`src/rtl/alu_share_arb.sv`:
```
// Round-robin arbiter sharing one combinational ALU between two requesters.
// Optional macro ALU_ARB_BYPASS_EN: back-to-back grants from HOLD for 1 op/cycle.
`timescale 1ns/1ps
module alu_share_arb #(
  parameter int unsigned      OP_W   = 5,
  parameter int unsigned      D_W    = 8,
  parameter logic [OP_W-1:0]  OP_BLT = 5'd5,
  parameter logic [OP_W-1:0]  OP_BEQ = 5'd6
) (
  input  logic              CLK,
  input  logic              Reset,
  input  logic [1:0]        req_valid,
  output logic [1:0]        req_ready,
  input  logic [2*OP_W-1:0] req_op,
  input  logic [2*D_W-1:0]  req_a,
  input  logic [2*D_W-1:0]  req_b,
  output logic [1:0]        rsp_valid,
  input  logic [1:0]        rsp_ready,
  output logic [D_W-1:0]    rsp_data,
  output logic [1:0]        flag_eq,
  output logic [1:0]        flag_lt,
  output logic [OP_W-1:0]   alu_op,
  output logic [D_W-1:0]    alu_a,
  output logic [D_W-1:0]    alu_b,
  input  logic [D_W-1:0]    alu_out,
  input  logic              alu_eq,
  input  logic              alu_lt
);

  localparam logic [0:0] S_IDLE = 1'b0;
  localparam logic [0:0] S_HOLD = 1'b1;

  logic [0:0]      r_state;
  logic            r_rr_last;
  logic            r_owner;
  logic [1:0]      r_rsp_valid;
  logic [D_W-1:0]  r_rsp_data;
  logic [OP_W-1:0] r_op;
  logic [D_W-1:0]  r_a;
  logic [D_W-1:0]  r_b;
  logic [1:0]      r_flag_eq;
  logic [1:0]      r_flag_lt;

  logic            w_win;
  logic [1:0]      w_win_vec;
  logic            w_can_arb;
  logic            w_grant;
  logic [OP_W-1:0] w_win_op;
  logic [D_W-1:0]  w_win_a;
  logic [D_W-1:0]  w_win_b;

  always_comb begin
    // On a tie the requester that did not win last time goes next
    w_win     = (req_valid == 2'b11) ? ~r_rr_last : req_valid[1];
    w_win_vec = {w_win, ~w_win};
    w_win_op  = w_win ? req_op[2*OP_W-1:OP_W] : req_op[OP_W-1:0];
    w_win_a   = w_win ? req_a[2*D_W-1:D_W]    : req_a[D_W-1:0];
    w_win_b   = w_win ? req_b[2*D_W-1:D_W]    : req_b[D_W-1:0];
`ifdef ALU_ARB_BYPASS_EN
    w_can_arb = (r_state == S_IDLE) || rsp_ready[r_owner];
`else
    w_can_arb = (r_state == S_IDLE);
`endif
    w_grant   = w_can_arb && (|req_valid);
  end

  always_comb begin
    req_ready = '0;
    alu_op    = '0;
    alu_a     = '0;
    alu_b     = '0;
    if (w_grant) begin
      req_ready = w_win_vec;
      alu_op    = w_win_op;
      alu_a     = w_win_a;
      alu_b     = w_win_b;
    end else if (r_state == S_HOLD) begin
      alu_op = r_op;
      alu_a  = r_a;
      alu_b  = r_b;
    end
  end

  always_ff @(posedge CLK or negedge Reset) begin
    if (!Reset) begin
      r_state     <= S_IDLE;
      r_rr_last   <= 1'b1;
      r_owner     <= 1'b0;
      r_rsp_valid <= '0;
      r_rsp_data  <= '0;
      r_op        <= '0;
      r_a         <= '0;
      r_b         <= '0;
      r_flag_eq   <= '0;
      r_flag_lt   <= '0;
    end else if (w_grant) begin
      r_state     <= S_HOLD;
      r_owner     <= w_win;
      r_rr_last   <= w_win;
      r_rsp_valid <= w_win_vec;
      r_rsp_data  <= alu_out;
      r_op        <= w_win_op;
      r_a         <= w_win_a;
      r_b         <= w_win_b;
      // The ALU drives EQ/LT meaningfully only for its compare ops
      if (w_win_op == OP_BLT) r_flag_lt[w_win] <= alu_lt;
      if (w_win_op == OP_BEQ) r_flag_eq[w_win] <= alu_eq;
    end else if ((r_state == S_HOLD) && rsp_ready[r_owner]) begin
      r_rsp_valid <= '0;
      r_state     <= S_IDLE;
    end
  end

  assign rsp_valid = r_rsp_valid;
  assign rsp_data  = r_rsp_data;
  assign flag_eq   = r_flag_eq;
  assign flag_lt   = r_flag_lt;

endmodule

```
`config.mk`:
```
export PLATFORM = sky130hd
export DESIGN_NAME = alu_share_arb
export DESIGN_NICKNAME = d
export VERILOG_FILES = /design/src/rtl/alu_share_arb.sv
export SDC_FILE = /design/constraint.sdc
export NUM_CORES = 1
export LEC_CHECK = 0
export CORE_MARGIN = 2
export CORE_UTILIZATION = 30
export DETAILED_ROUTE_END_ITERATION = 6
export PLACE_DENSITY = 0.69
export RECOVER_POWER = 50
export SLEW_MARGIN = 5
export SYNTH_ARGS = -nofsm -noshare
export SYNTH_HDL_FRONTEND = slang
export SYNTH_SLANG_ARGS = --single-unit
```
`constraint.sdc`:
```
create_clock -name CLK -period 1.9 [get_ports CLK]
set_input_delay 0.38 -clock CLK [delete_from_list [all_inputs] [get_ports CLK]]
set_output_delay 0.38 -clock CLK [all_outputs]
set_load 0.02 [all_outputs]
```
=== Yosys cells after proc, flatten, opt, wreduce, memory -nomap -nowiden ===
Cells that the tools add are included.

* Bits in registers: 38
* Input bits: 58
* Output and inout bits: 37
* Logic and storage cells: 47

* Magnitude comparators: 3
* Eq/ne operators: 3
* Mux-type cells: 21
* Bitwise logic cells: 3
* Reduce and logical (&&, ||, !) cells: 7

{| class="wikitable"
|+ Operators with widths
! kind !! count
|-
| 2-to-1 mux 8 bit || 6
|-
| 2-to-1 mux 5 bit || 3
|-
| equality test 5 x 3 -> 1 bit, second input constant || 2
|-
| 2-to-1 mux 1 bit || 6
|-
| 2-to-1 mux 2 bit || 3
|-
| bitwise mux 2 bit || 2
|-
| less-than comparator 1 x 2 -> 1 bit, second input constant || 2
|-
| AND reduction 2 bit || 2
|-
| logical AND 1 bit || 3
|-
| inverter 1 bit || 3
|-
| equality test 2 bit, second input constant || 1
|-
| nonzero test 2 bit || 1
|-
| OR reduction 2 bit || 1
|-
| demux 1 bit (select 1 bit) || 1
|-
| greater-or-equal comparator 1 bit, second input constant || 1
|}

=== Depth between registers and ports, before layout ===
Gate-level depths: netlist of run 1.

* Depth after elaboration: 7
* Gate-level depth with buffers: 6
* Gate-level depth less buffers: 4

=== Worst setup path before layout of run 1 ===
No wires, ideal clock.

* Path type: input to output
* Start point: input req_valid[1]
* End point: output alu_a[0]
* Data arrival time: 1.428 ns
* Data required time: 1.520 ns
* Path slack: 0.092 ns
* Cell stages on the path: 6
* Buffers on the path: 2
* Cell sequence: a21boi_4 and2b_1 buf_4 buf_4 nand2_1 nand3_1

* Word-level cells in the longest chain between the ends: 4
* Elaborated cells between the ends (all ways): 6
* Those cells by class: 1 x eq/ne; 3 x mux; 2 x reduce/logical

{| class="wikitable"
|+ RTL lines
! item !! RTL line !! text
|-
| start, declared || 12 || <nowiki>input logic [1:0] req_valid,</nowiki>
|-
| equality test 2 bit || 54 || <nowiki>w_win = (req_valid == 2'b11) ? ~r_rr_last : req_valid[1];</nowiki>
|-
| 2-to-1 mux 1 bit || 54 ||
|-
| 2-to-1 mux 8 bit || 57 || <nowiki>w_win_a = w_win ? req_a[2*D_W-1:D_W] : req_a[D_W-1:0];</nowiki>
|-
| 2-to-1 mux 8 bit * || 72 || <nowiki>if (w_grant) begin</nowiki>
|-
| end, declared || 23 || <nowiki>output logic [D_W-1:0] alu_a,</nowiki>
|}

Every way passes the cells marked *; elsewhere a longest branch is shown, timed or not.

=== Worst setup path after layout of run 1 ===
* Start point: register r_rr_last
* End point: output alu_a[5]

* Word-level cells in the longest chain between the ends: 4

{| class="wikitable"
|+ RTL lines
! item !! RTL line !! text
|-
| start, declared || 34 || <nowiki>logic r_rr_last;</nowiki>
|-
| start signal, assigned || 99 || <nowiki>r_rr_last <= w_win;</nowiki>
|-
| inverter 1 bit || 54 ||
|-
| 2-to-1 mux 1 bit || 54 ||
|-
| 2-to-1 mux 8 bit || 57 ||
|-
| 2-to-1 mux 8 bit || 72 ||
|}

No other way between the ends.

==> results of run 1 <==
==> critical path, cell delays in order, from the launching register on <==
cell	delay (ns)
dfstp_2	0.57
a21boi_4	0.08
and2b_4	0.20
buf_12	0.14
a22oi_2	0.14
nand2_1	0.11
buf_6	0.14
==> layout make-up <==
type | instances | area share
clock buffer | 7 | 0.0218
clock inverter | 1 | 0.00127
inverter | 2 | 0.00190
multi-input combinational | 153 | 0.307
sequential | 38 | 0.241
tap | 77 | 0.0244
timing repair buffer | 170 | 0.403
==> sequential cells by signal (all words and copies together), names as in the netlist <==
| register | count |
|---|---|
| r_a | 8 |
| r_b | 8 |
| rsp_data | 8 |
| r_op | 5 |
| flag_eq | 2 |
| flag_lt | 2 |
| rsp_valid | 2 |
| r_owner | 1 |
| r_rr_last | 1 |
| r_state | 1 |
==> how the worst min path moves through the flow <==
stage | startpoint | end | cells past startpoint
3_5_place_dp | Reset | rsp_data[4]$_DFFE_PN0P_ | 1
5_1_grt | Reset | flag_eq[0]$_DFFE_PN0P_ | 1
2_1_floorplan | Reset | flag_eq[0]$_DFFE_PN0P_ | 0
3_3_place_gp | Reset | rsp_data[7]$_DFFE_PN0P_ | 1
4_1_cts | Reset | rsp_data[7]$_DFFE_PN0P_ | 1
6_report | Reset | rsp_data[4]$_DFFE_PN0P_ | 1
==> stage by stage <==
step	setup slack (ns)	power (mW)	instances	util
global route	-0.229	5.95	448	0.633
floorplan	0.0917	2.91	203	-
CTS	-0.157	5.43	449	0.611
finish	-0.158	5.59	448	0.633
detailed placement	-0.797	4.39	415	0.527
global placement	-0.797	4.35	415	0.527
==> layer usage <==
layer,wire length [µm],vias up,GRT usage
met2,3460,63,0.337
met1,2610,1041,0.222
met3,332,8,0.0485
li1,-,1021,-
met5,0,-,0
met4,67,0,0.0630
==> cell families (layout without fill, tap and decap cells) <==
family                 count (synthesis)  count (layout)
muxes                                 19              19
buffers and inverters                 12             180
DFF                                   38              38
and+or+nand+nor                      114             114
AOI/OAI and AO/OA                     20              20
==> power by group through the flow <==
| stage | logic (mW) | registers, mW | clock network (mW) |
|---|---|---|---|
| floorplan | 1.37 | 1.55 | 0 |
| global placement | 2.95 | 1.40 | 0 |
| detailed placement | 2.98 | 1.41 | 0 |
| CTS | 3.42 | 1.40 | 0.602 |
| global route | 3.85 | 1.45 | 0.646 |
| finish | 3.60 | 1.41 | 0.582 |
==> repair_timing <==
item,in CTS,in global routing
pin swaps,22,18
endpoints found under the hold margin,0,0
setup buffers,25,5
endpoints found under the setup margin,27,26
gates cloned,1,0
resized for setup,180,51
==> cell usage in the layout, fill, tap and decap left out, drive strengths merged, types with 2 or more instances in the layout <==
master,Yosys,final
a21boi,3,3
a21o,8,8
a21oi,2,2
a31oi,2,2
buf,6,94
clkbuf,4,13
clkdlybuf4s50,0,68
dfrtp,37,37
inv,2,2
mux2,13,13
mux2i,6,6
nand2,69,69
nand2b,2,2
nand3,32,32
nor2,4,4
nor4,2,2
nor4b,2,2
o21ai,2,2
or3b,2,2
==> flow_summary.toml, run 1 <==
[sta]
drv_slew = 0
rsz0062_at_grt = "true"
setup_viol = 25
fin_worst_skew_ns = 0.00537
finalHoldViolCount = 0
timing.final.crit_period_ns = 2.06
fmax_mhz = 486
tightest_slew_ns = 1.18
min_period_over_period = 1.08
timing.hold.ws_ns = 0.307
fin_ws_ns = -0.158
maxSlewHeadroom = 0.211
finalSetupTns_ns = -2.12

[job]
drv_cap = 0

[die]
coreArea_um2 = 6240
fp.dieW_um = 83.6
die_area_um2 = 6990
fp.dieH_um = 83.6
io_pins = 95
initial_core_util = 0.305
row_count = 29

[route]
ant_nets = 0
vias = 2133
drt-total-wl_um = 6480
via_per_inst = 4.76
wl_per_cell_um = 14.5
drc = 0
drt_pre_antenna_iters = 4
drtIter0Drc = 41

[clock_network]
clk_path_buf_depth = 2
cts_tree = "built"
path_clk_slew_ns = 0.08
root_buffer = "clkbuf_8"
clock-sinks = 38
clk_latency_ns = 0.29
cts_hold_buf = 0
cts.htree.levels = 2
cts_made_buffers = 5

[global_routing]
overflow = 0
grt_pass1_wl_um = 10700
grt_pass1_vias = 2308
antenna_found_initial = 0
grt_max_degree = 28
track_usage = 0.189

[layout]
area.growth.synth_to_final_pct = 108
diodes = 0
multi_input_area_um2 = 1210
seqCellArea_um2 = 952
drive_above_1_share = 0.477
fillers = 500
nNetsFinal = 428
final_area_um2 = 3950

[synth]
ys_seq_area_frac = 0.501
syn_avg_cell_area_um2 = 9.37
syn-cell-area_um2 = 1900
synth-xor-area-share = 0
synth-adder-area-share = 0
yosysWarnings = 0
synth_top_area_frac = 0.487
synth_compound_area_frac = 0.0789
synthMuxAreaShare = 0.111
async_flop_share = 1.00
synth_ff_type = "dfrtp_1"
synth-simple-area-share = 0.280
postSynthNetCount = 261
synth_cells = 203
synth_top_family_by_area = "simple AND/OR/NAND/NOR gates"
synth_most_common_cell = "nand2_1"
ys_ff_latch = 38
synth.distinct_cells = 29
yosysTopAreaCell = "dfrtp_1"
synth_area_leaders = "dfrtp_1, nand2_1, nand3_1"
synth_common_cells = "nand2_1, dfrtp_1, nand3_1, a21o_1, mux2_2"
synth_edf_count = 0

[power_and_ir_drop]
clkPwrFrac = 0.104
power_density_nw_per_um2 = 1410
p_sw_frac = 0.400
peakVddDrop_mv = 0.795
internal-power_mw = 3.35
pwr-share-seq = 0.253
p_sw_mw = 2.24
leakagePower_nw = 2.00
p_comb_frac = 0.643

[worst_setup_path]
critPathCaptureType = "output port"
reg2reg_from = "r_rr_last$_DFFE_PN1P_"
worstPathMaxFanout = 6
startpoint_type = "register"
cp-endpoint = "alu_a[5]"
r2r_end = "flag_lt[0]$_DFFE_PN0P_"
critical_path_required_ns = 1.52
regToRegSetupSlack_ns = 0.05
critical_path_class = "register to output port"
r2r_cells = 6
startpoint = "r_rr_last$_DFFE_PN1P_"
cp.arrival_ns = 1.68

[placement]
place_congestion = 0.809
place_hpwl_um = 4030
portBuffers = 94
dpl_cell_area_um2 = 3290

[outcome]
violations = "setup timing"
outcome = "finished, violations left"

[hold_path]
hold_class = "input port to asynchronous set/reset pin"
No activity file was read; power rests on OpenSTA's default activity.
==> run 2: changes to the inputs <==
--- a/config.mk
+++ b/config.mk
@@ -8,7 +8,7 @@
 export CORE_MARGIN = 2
 export CORE_UTILIZATION = 30
 export DETAILED_ROUTE_END_ITERATION = 6
-export PLACE_DENSITY = 0.69
+export PLACE_DENSITY = 0.74
 export RECOVER_POWER = 50
 export SLEW_MARGIN = 5
 export SYNTH_ARGS = -nofsm -noshare
==> run 2 against run 1 <==
The run still ends with setup timing left. Worst hold slack improved by 0.0029 ns. Non-clock buffer count fell by 12. Global-route usage fell by 1.6 points. Final area fell by 4.6%. First-iteration DRC count fell by 17%. Sequential power barely moved. Critical path type unchanged. Largest cell class unchanged. Highest routed layer unchanged.
==> flow_summary.toml, run 2 (synthesis results as in run 1) <==
[outcome]
outcome = "finished, violations left"
violations = "setup timing"

[route]
vias = 2056
ant_nets = 0
wl_per_cell_um = 13.5
drtIter0Drc = 34
drt-total-wl_um = 5890
drt_pre_antenna_iters = 4
via_per_inst = 4.72
drc = 0

[worst_setup_path]
startpoint = "r_rr_last$_DFFE_PN1P_"
critPathCaptureType = "output port"
critical_path_class = "register to output port"
cp.arrival_ns = 1.72
reg2reg_from = "r_rr_last$_DFFE_PN1P_"
critical_path_required_ns = 1.52
worstPathMaxFanout = 6
startpoint_type = "register"

[sta]
fin_worst_skew_ns = 0.00494
tightest_slew_ns = 0.953
min_period_over_period = 1.10
maxSlewHeadroom = 0.365
setup_viol = 23
drv_slew = 0
fmax_mhz = 477
rsz0062_at_grt = "true"
finalSetupTns_ns = -3.44
fin_ws_ns = -0.197
timing.final.crit_period_ns = 2.10
timing.hold.ws_ns = 0.310
finalHoldViolCount = 0

[global_routing]
grt_max_degree = 39
grt_pass1_vias = 2154
track_usage = 0.173
overflow = 0
grt_pass1_wl_um = 9890
antenna_found_initial = 0

[placement]
dpl_cell_area_um2 = 3280
place_inst = 413
place_hpwl_um = 4000
place_congestion = 0.774
portBuffers = 94

[power_and_ir_drop]
power_density_nw_per_um2 = 1450
peakVddDrop_mv = 0.896
leakagePower_nw = 1.89

[layout]
final_cells = 436
final_util = 0.604
area.growth.synth_to_final_pct = 98.2
final_common_cell = "clkdlybuf4s50_1"
fillers = 527
drive_above_1_share = 0.426
final_cell_mix = "clkdlybuf4s50_1, nand2_1, buf_4"
multi_input_area_um2 = 1130
diodes = 0
seqCellArea_um2 = 952
nNetsFinal = 416
final_area_um2 = 3770

[hold_path]
hold_class = "input port to asynchronous set/reset pin"

[clock_network]
cts_tree = "built"
clk_path_buf_depth = 2
cts.htree.levels = 2
clock-sinks = 38
clk_latency_ns = 0.29
root_buffer = "clkbuf_8"
path_clk_slew_ns = 0.08
cts_made_buffers = 5

[job]
drv_cap = 0

[die]
coreArea_um2 = 6240
initial_core_util = 0.305
fp.dieW_um = 83.6
die_area_um2 = 6990
row_count = 29
fp.dieH_um = 83.6
io_pins = 95
[run 2: through the flow]
stage	setup WS, ns	power [mW]
final	-0.197	5.48
after detailed placement	-0.877	4.39
after global routing	-0.275	5.86
after floorplan	0.0917	2.91
after global placement	-0.851	4.33
after CTS	-0.203	5.44
[run 2: final timing paths]
| check | to | slack, ns | cells past startpoint |
|---|---|---|---|
| hold reg to reg | r_op[1]$_DFFE_PN0P_ | 0.48 | 2 |
| hold / removal | rsp_data[0]$_DFFE_PN0P_ | 0.31 | 2 |
| max in group asynchronous | r_a[2]$_DFFE_PN0P_ | 1.01 | 2 |
| min in group CLK | r_op[1]$_DFFE_PN0P_ | 0.48 | 2 |
| setup reg to reg | flag_lt[0]$_DFFE_PN0P_ | 0.06 | 6 |
| setup / recovery | alu_b[2] | -0.20 | 7 |
[run 2: layout make-up]
class / instances / share of cell area
clock buffers: 5 / 0.0183
inverters: 2 / 0.00199
clock inverters: 3 / 0.0119
well taps: 77 / 0.0256
repair buffers: 158 / 0.389
multi-input cells: 153 / 0.300
flip-flops and latches: 38 / 0.253
[run 2: power breakdown]
group,switching [mW],leakage [nW],internal (mW)
Clock,0.297,0.0504,0.390
Sequential,0.212,0.463,1.20
Combinational,1.66,1.37,1.72
Total,2.17,1.89,3.31
[run 2: what timing repair did]
item	in CTS	in global routing
setup buffers	11	5
endpoints found under the setup margin	23	26
pin swaps	7	11
hold buffers	0	0
resized for setup	182	17
[run 2: routing by layer]
layer | track usage | share of wire | vias to the layer above
li1 | - | - | 1004
met1 | 0.198 | 0.39 | 997
met2 | 0.321 | 0.56 | 46
met3 | 0.0425 | 0.039 | 9
met4 | 0.0455 | 0.015 | 0
met5 | 0 | 0 | -
[run 2: worst max-delay path: stages, from the launching register on]
cell	delay, ns
dfstp_2	0.57
a21boi_4	0.08
buf_6	0.13
nor2_4	0.22
buf_6	0.18
nand2_2	0.07
nand3_2	0.06
buf_6	0.11
==> run 3: changes to the inputs <==
==> constraint.sdc (replaced) <==
create_clock -name CLK -period 2.3 [get_ports CLK]
set_input_delay 0.46 -clock CLK [delete_from_list [all_inputs] [get_ports CLK]]
set_output_delay 0.46 -clock CLK [all_outputs]
set_load 0.02 [all_outputs]
==> run 3 against run 2 <==
The flow now finishes without violations. Worst setup slack better by 0.33 ns. Non-clock buffer count fell by 14. Sequential share of layout area increased by 3.8 points. Critical endpoint is now req_ready[0]. Largest power group unchanged.
==> flow_summary.toml, run 3 (synthesis results as in run 1) <==
[clock_network]
root_buffer = "clkbuf_8"
clk_latency_ns = 0.28
cts.htree.levels = 2
clk_path_buf_depth = 2
cts_made_buffers = 5
cts_tree = "built"
path_clk_slew_ns = 0.07
clock-sinks = 38
cts_hold_buf = 0

[placement]
portBuffers = 94
place_congestion = 0.741
place_hpwl_um = 4100
dpl_cell_area_um2 = 3280
place_inst = 413
preCtsSetupSlack_ns = -0.599

[global_routing]
antenna_found_initial = 0
grt_pass1_wl_um = 9360
track_usage = 0.163
grt_pass1_vias = 2064
grt_max_degree = 39
overflow = 0

[route]
wl_per_cell_um = 12.5
drt-total-wl_um = 5260
ant_nets = 0
drc = 0
vias = 1936
drt_pre_antenna_iters = 4
drtIter0Drc = 50
via_per_inst = 4.60

[die]
die_area_um2 = 6990
fp.dieH_um = 83.6
io_pins = 95
coreArea_um2 = 6240
initial_core_util = 0.305
fp.dieW_um = 83.6
row_count = 29

[worst_setup_path]
startpoint_type = "register"
critical_path_class = "register to output port"
critical_path_required_ns = 1.84
worstPathMaxFanout = 9
r2r_cells = 6
regToRegSetupSlack_ns = 0.44
reg2reg_from = "r_rr_last$_DFFE_PN1P_"
critPathCaptureType = "output port"
r2r_end = "flag_eq[0]$_DFFE_PN0P_"
cp.arrival_ns = 1.71

[sta]
timing.final.crit_period_ns = 2.17
fin_ws_ns = 0.135
min_period_over_period = 0.941
timing.hold.ws_ns = 0.262
fin_worst_skew_ns = 0.00207
finalSetupTns_ns = 0
fmax_mhz = 462
rsz0062_at_grt = "false"
setup_viol = 0
tightest_slew_ns = 0.951
drv_slew = 0
maxSlewHeadroom = 0.366
finalHoldViolCount = 0

[hold_path]
hold_class = "input port to asynchronous set/reset pin"

[layout]
final_area_um2 = 3270
final_common_cell = "nand2_1"
diodes = 0
final_cells = 421
drive_above_1_share = 0.273
fillers = 588
area.growth.synth_to_final_pct = 72.2
nNetsFinal = 402
final_cell_mix = "nand2_1, clkdlybuf4s50_1, buf_4"
final_util = 0.525

[job]
drv_cap = 0

[power_and_ir_drop]
power_density_nw_per_um2 = 1160
finalPower_mw = 3.81
leakagePower_nw = 1.61
peakVddDrop_mv = 0.573

[outcome]
outcome = "finished clean"
[run 3: metal layers]
metal / vias to the layer above / routed length [µm] / GRT usage
li1: 969 / - / -
met1: 913 / 2150 / 0.186
met2: 45 / 2790 / 0.301
met3: 9 / 248 / 0.0376
met4: 0 / 74 / 0.0484
met5: - / 0 / 0
[run 3: report_power, final]
group / total [mW] / switching, mW / leakage, nW / internal (mW)
Clock: 0.429 / 0.225 / 0.0438 / 0.203
Combinational: 2.22 / 1.17 / 1.10 / 1.05
Sequential: 1.16 / 0.168 / 0.463 / 0.993
[run 3: worst max-delay path by stage]
stage | startpoint | endpoint | slack (ns) | cells after the start
CTS | r_rr_last$_DFFE_PN1P_ | alu_op[1] | 0.1 | 5
finish | r_rr_last$_DFFE_PN1P_ | req_ready[0] | 0.13 | 5
detailed placement | req_valid[0] | alu_b[4] | -0.60 | 8
floorplan | req_valid[1] | alu_a[0] | 0.33 | 6
global route | r_rr_last$_DFFE_PN1P_ | alu_op[0] | 0.005 | 5
global placement | req_valid[0] | alu_a[4] | -0.52 | 8
[run 3: what timing repair did]
item / CTS / global route
pin swaps: 1 / 0
gates resized for setup: 90 / 2
buffers inserted: 1 / 0
endpoints found under the setup margin: 23 / 2
cloned: 0 / 0
[run 3: layout make-up]
class / count / area [µm²] / area share
sequential: 38 / 952 / 0.291
timing repair buffer: 144 / 1230 / 0.374
tap: 77 / 96.3 / 0.0294
clock buffer: 5 / 68.8 / 0.0210
clock inverter: 2 / 10.0 / 0.00306
multi-input combinational: 153 / 913 / 0.279
inverter: 2 / 7.51 / 0.00229
[run 3: worst max-delay path, stage by stage, from the launching register on]
cell and delay (ns):
dfstp_2 0.56, a21boi_4 0.07, buf_4 0.15, nor2_4 0.12, buf_4 0.18, dlygate4sd2_1 0.34
==> RTL edit (config.mk and constraints of run 3) <==
Put one more register stage on the output `flag_eq`. The value now appears one clock later. The other outputs are not delayed to match.
--- a/src/rtl/alu_share_arb.sv
+++ b/src/rtl/alu_share_arb.sv
@@ -113,7 +113,9 @@
 
   assign rsp_valid = r_rsp_valid;
   assign rsp_data  = r_rsp_data;
-  assign flag_eq   = r_flag_eq;
+  always_ff @(posedge CLK) begin
+    flag_eq <= r_flag_eq;
+  end
   assign flag_lt   = r_flag_lt;
 
 endmodule
Behaviour: not the same (a bounded check fails within 4 cycles, from zero or initial values and one cycle with Reset low).
==> RTL edit against run 3 <==
- non-clock buffer count decreased by 7
- via count increased by 0.41%
- setup slack got worse by 33 ps
- area after synthesis increased by 2.1%
- hold slack improved by 0.57 ps
- clock skew increased by 5.6 ps
- synthesized cell count increased by 0.99%
- power increased by 4.4%
- design area increased by 0.73%
- critical endpoint unchanged
- sequential cell count increased by 2
- die area increased by 2.0%
- count of clock-buffer cells in the layout unchanged
- wire length increased by 2.1%
==> RTL edit: results (changes against run 3) <==
* Final Skew at 7.65 ps (+5.58 ps)
* First-pass GRT wire length at 8.74 mm (-6.6%)
* Syn Nets at 263 (+0.77%)
* Setup slack, reg-to-reg at 350 ps (-90 ps)
* Synth cell types at 30 (+3.4%)
* Seq/Total Area, Yosys at 51.1% (+1.0 points)
* Fillers at 590 (+0.34%)
* Met2 wire length at 2.63 mm (-5.5%)
* GRT met2 Usage at 27.0% (-3.1 points)
* Worst slew margin at 44.2% (+7.6 points)
* FFs w/ async S/R, synth at 95.0% (-5.0 points)
* Layout cells sized above 1 at 26.8% (-0.56 points)
* Die ar. at 7130 sq um (+2.0%)
* Status: completed
* GP Congestion at 0.741 (about the same)
* DP Wirelength at 3.98 mm (-2.8%)
* Number of global-route vias before repair at 1976 (-4.3%)
* Crit path max fanout at 18 (+9)
* All-layer global routing usage at 15.0% (-1.3 points)
* VDD IR max at 621 uV (+8.3%)
* Switching Fraction at 40.2% (-0.80 points)
* Non-filler instance count after layout at 417 (-0.95%)
* Ranking of synthesized cells by area: dfrtp_1 48%, nand2_1 13%, nand3_1 8.2%
* Vias/cell at 4.66 (+1.4%)
* Static leakage at 0.00161 uW (about the same)
* Wl on met1 at 2.32 mm (+8.1%)
* Nets at 397 (-1.2%)
* Grt met1 use at 17.9% (-0.72 points)
* Storage cell area at 992 sq um (+4.2%)
* Met3 Track Usage GR at 4.13% (+0.37 points)
RTL edit: power groups by stage:
stage | logic [uW] | clock network, uW | registers (uW)
after floorplan | 1130 | 0 | 1320
after global placement | 2390 | 0 | 1210
after detailed placement | 2430 | 0 | 1220
after CTS | 2250 | 611 | 1210
after global routing | 2380 | 638 | 1250
final | 2190 | 580 | 1210
RTL edit: cell families (layout without fill, tap and decap cells):
group,Yosys count,after routing,synth area share [%]
AND/OR/NAND/NOR,114,114,27.4
flip-flops,40,40,51.1
AO/OA/AOI/OAI,20,20,7.73
multiplexers,19,19,10.8
buffers and inverters,12,147,2.96
RTL edit: cell type report:
class                   instances  share of cell area, %
repair buffers                137                   35.6
flip-flops and latches         40                   30.1
multi-input cells             153                   27.7
well taps                      77                   2.92
clock buffers                   5                   2.09
clock inverters                 3                   1.40
inverters                       2                  0.228
RTL edit: worst max path at each step:
stage	endpoint	from	slack (ps)
floorplan	alu_a[0]	req_valid[1]	330
global placement	alu_a[1]	req_valid[0]	-490
detailed placement	alu_a[5]	req_valid[0]	-530
CTS	alu_op[0]	r_rr_last	70
global route	alu_op[0]	r_rr_last	40
finish	req_ready[0]	req_valid[0]	100
RTL edit: critical path: stages:
cell and delay [ps]:
dlygate4sd2_1 300, clkbuf_1 180, o21bai_4 70, nor2_1 190, buf_12 190, dlygate4sd2_1 340
RTL edit: metrics by stage:
| stage | setup slack (ps) | setup TNS, ps |
|---|---|---|
| global placement | -491 | -10830 |
| CTS | 65.9 | 0 |
| detailed placement | -532 | -11420 |
| finish | 101 | 0 |
| global route | 36.2 | 0 |
| floorplan | 332 | 0 |
RTL edit: what timing repair did:
item / CTS / global route
setup endpoints to repair: 23 / 2
buffers inserted: 2 / 0
endpoints found under the hold margin: 0 / 0
gates resized for setup: 94 / 2
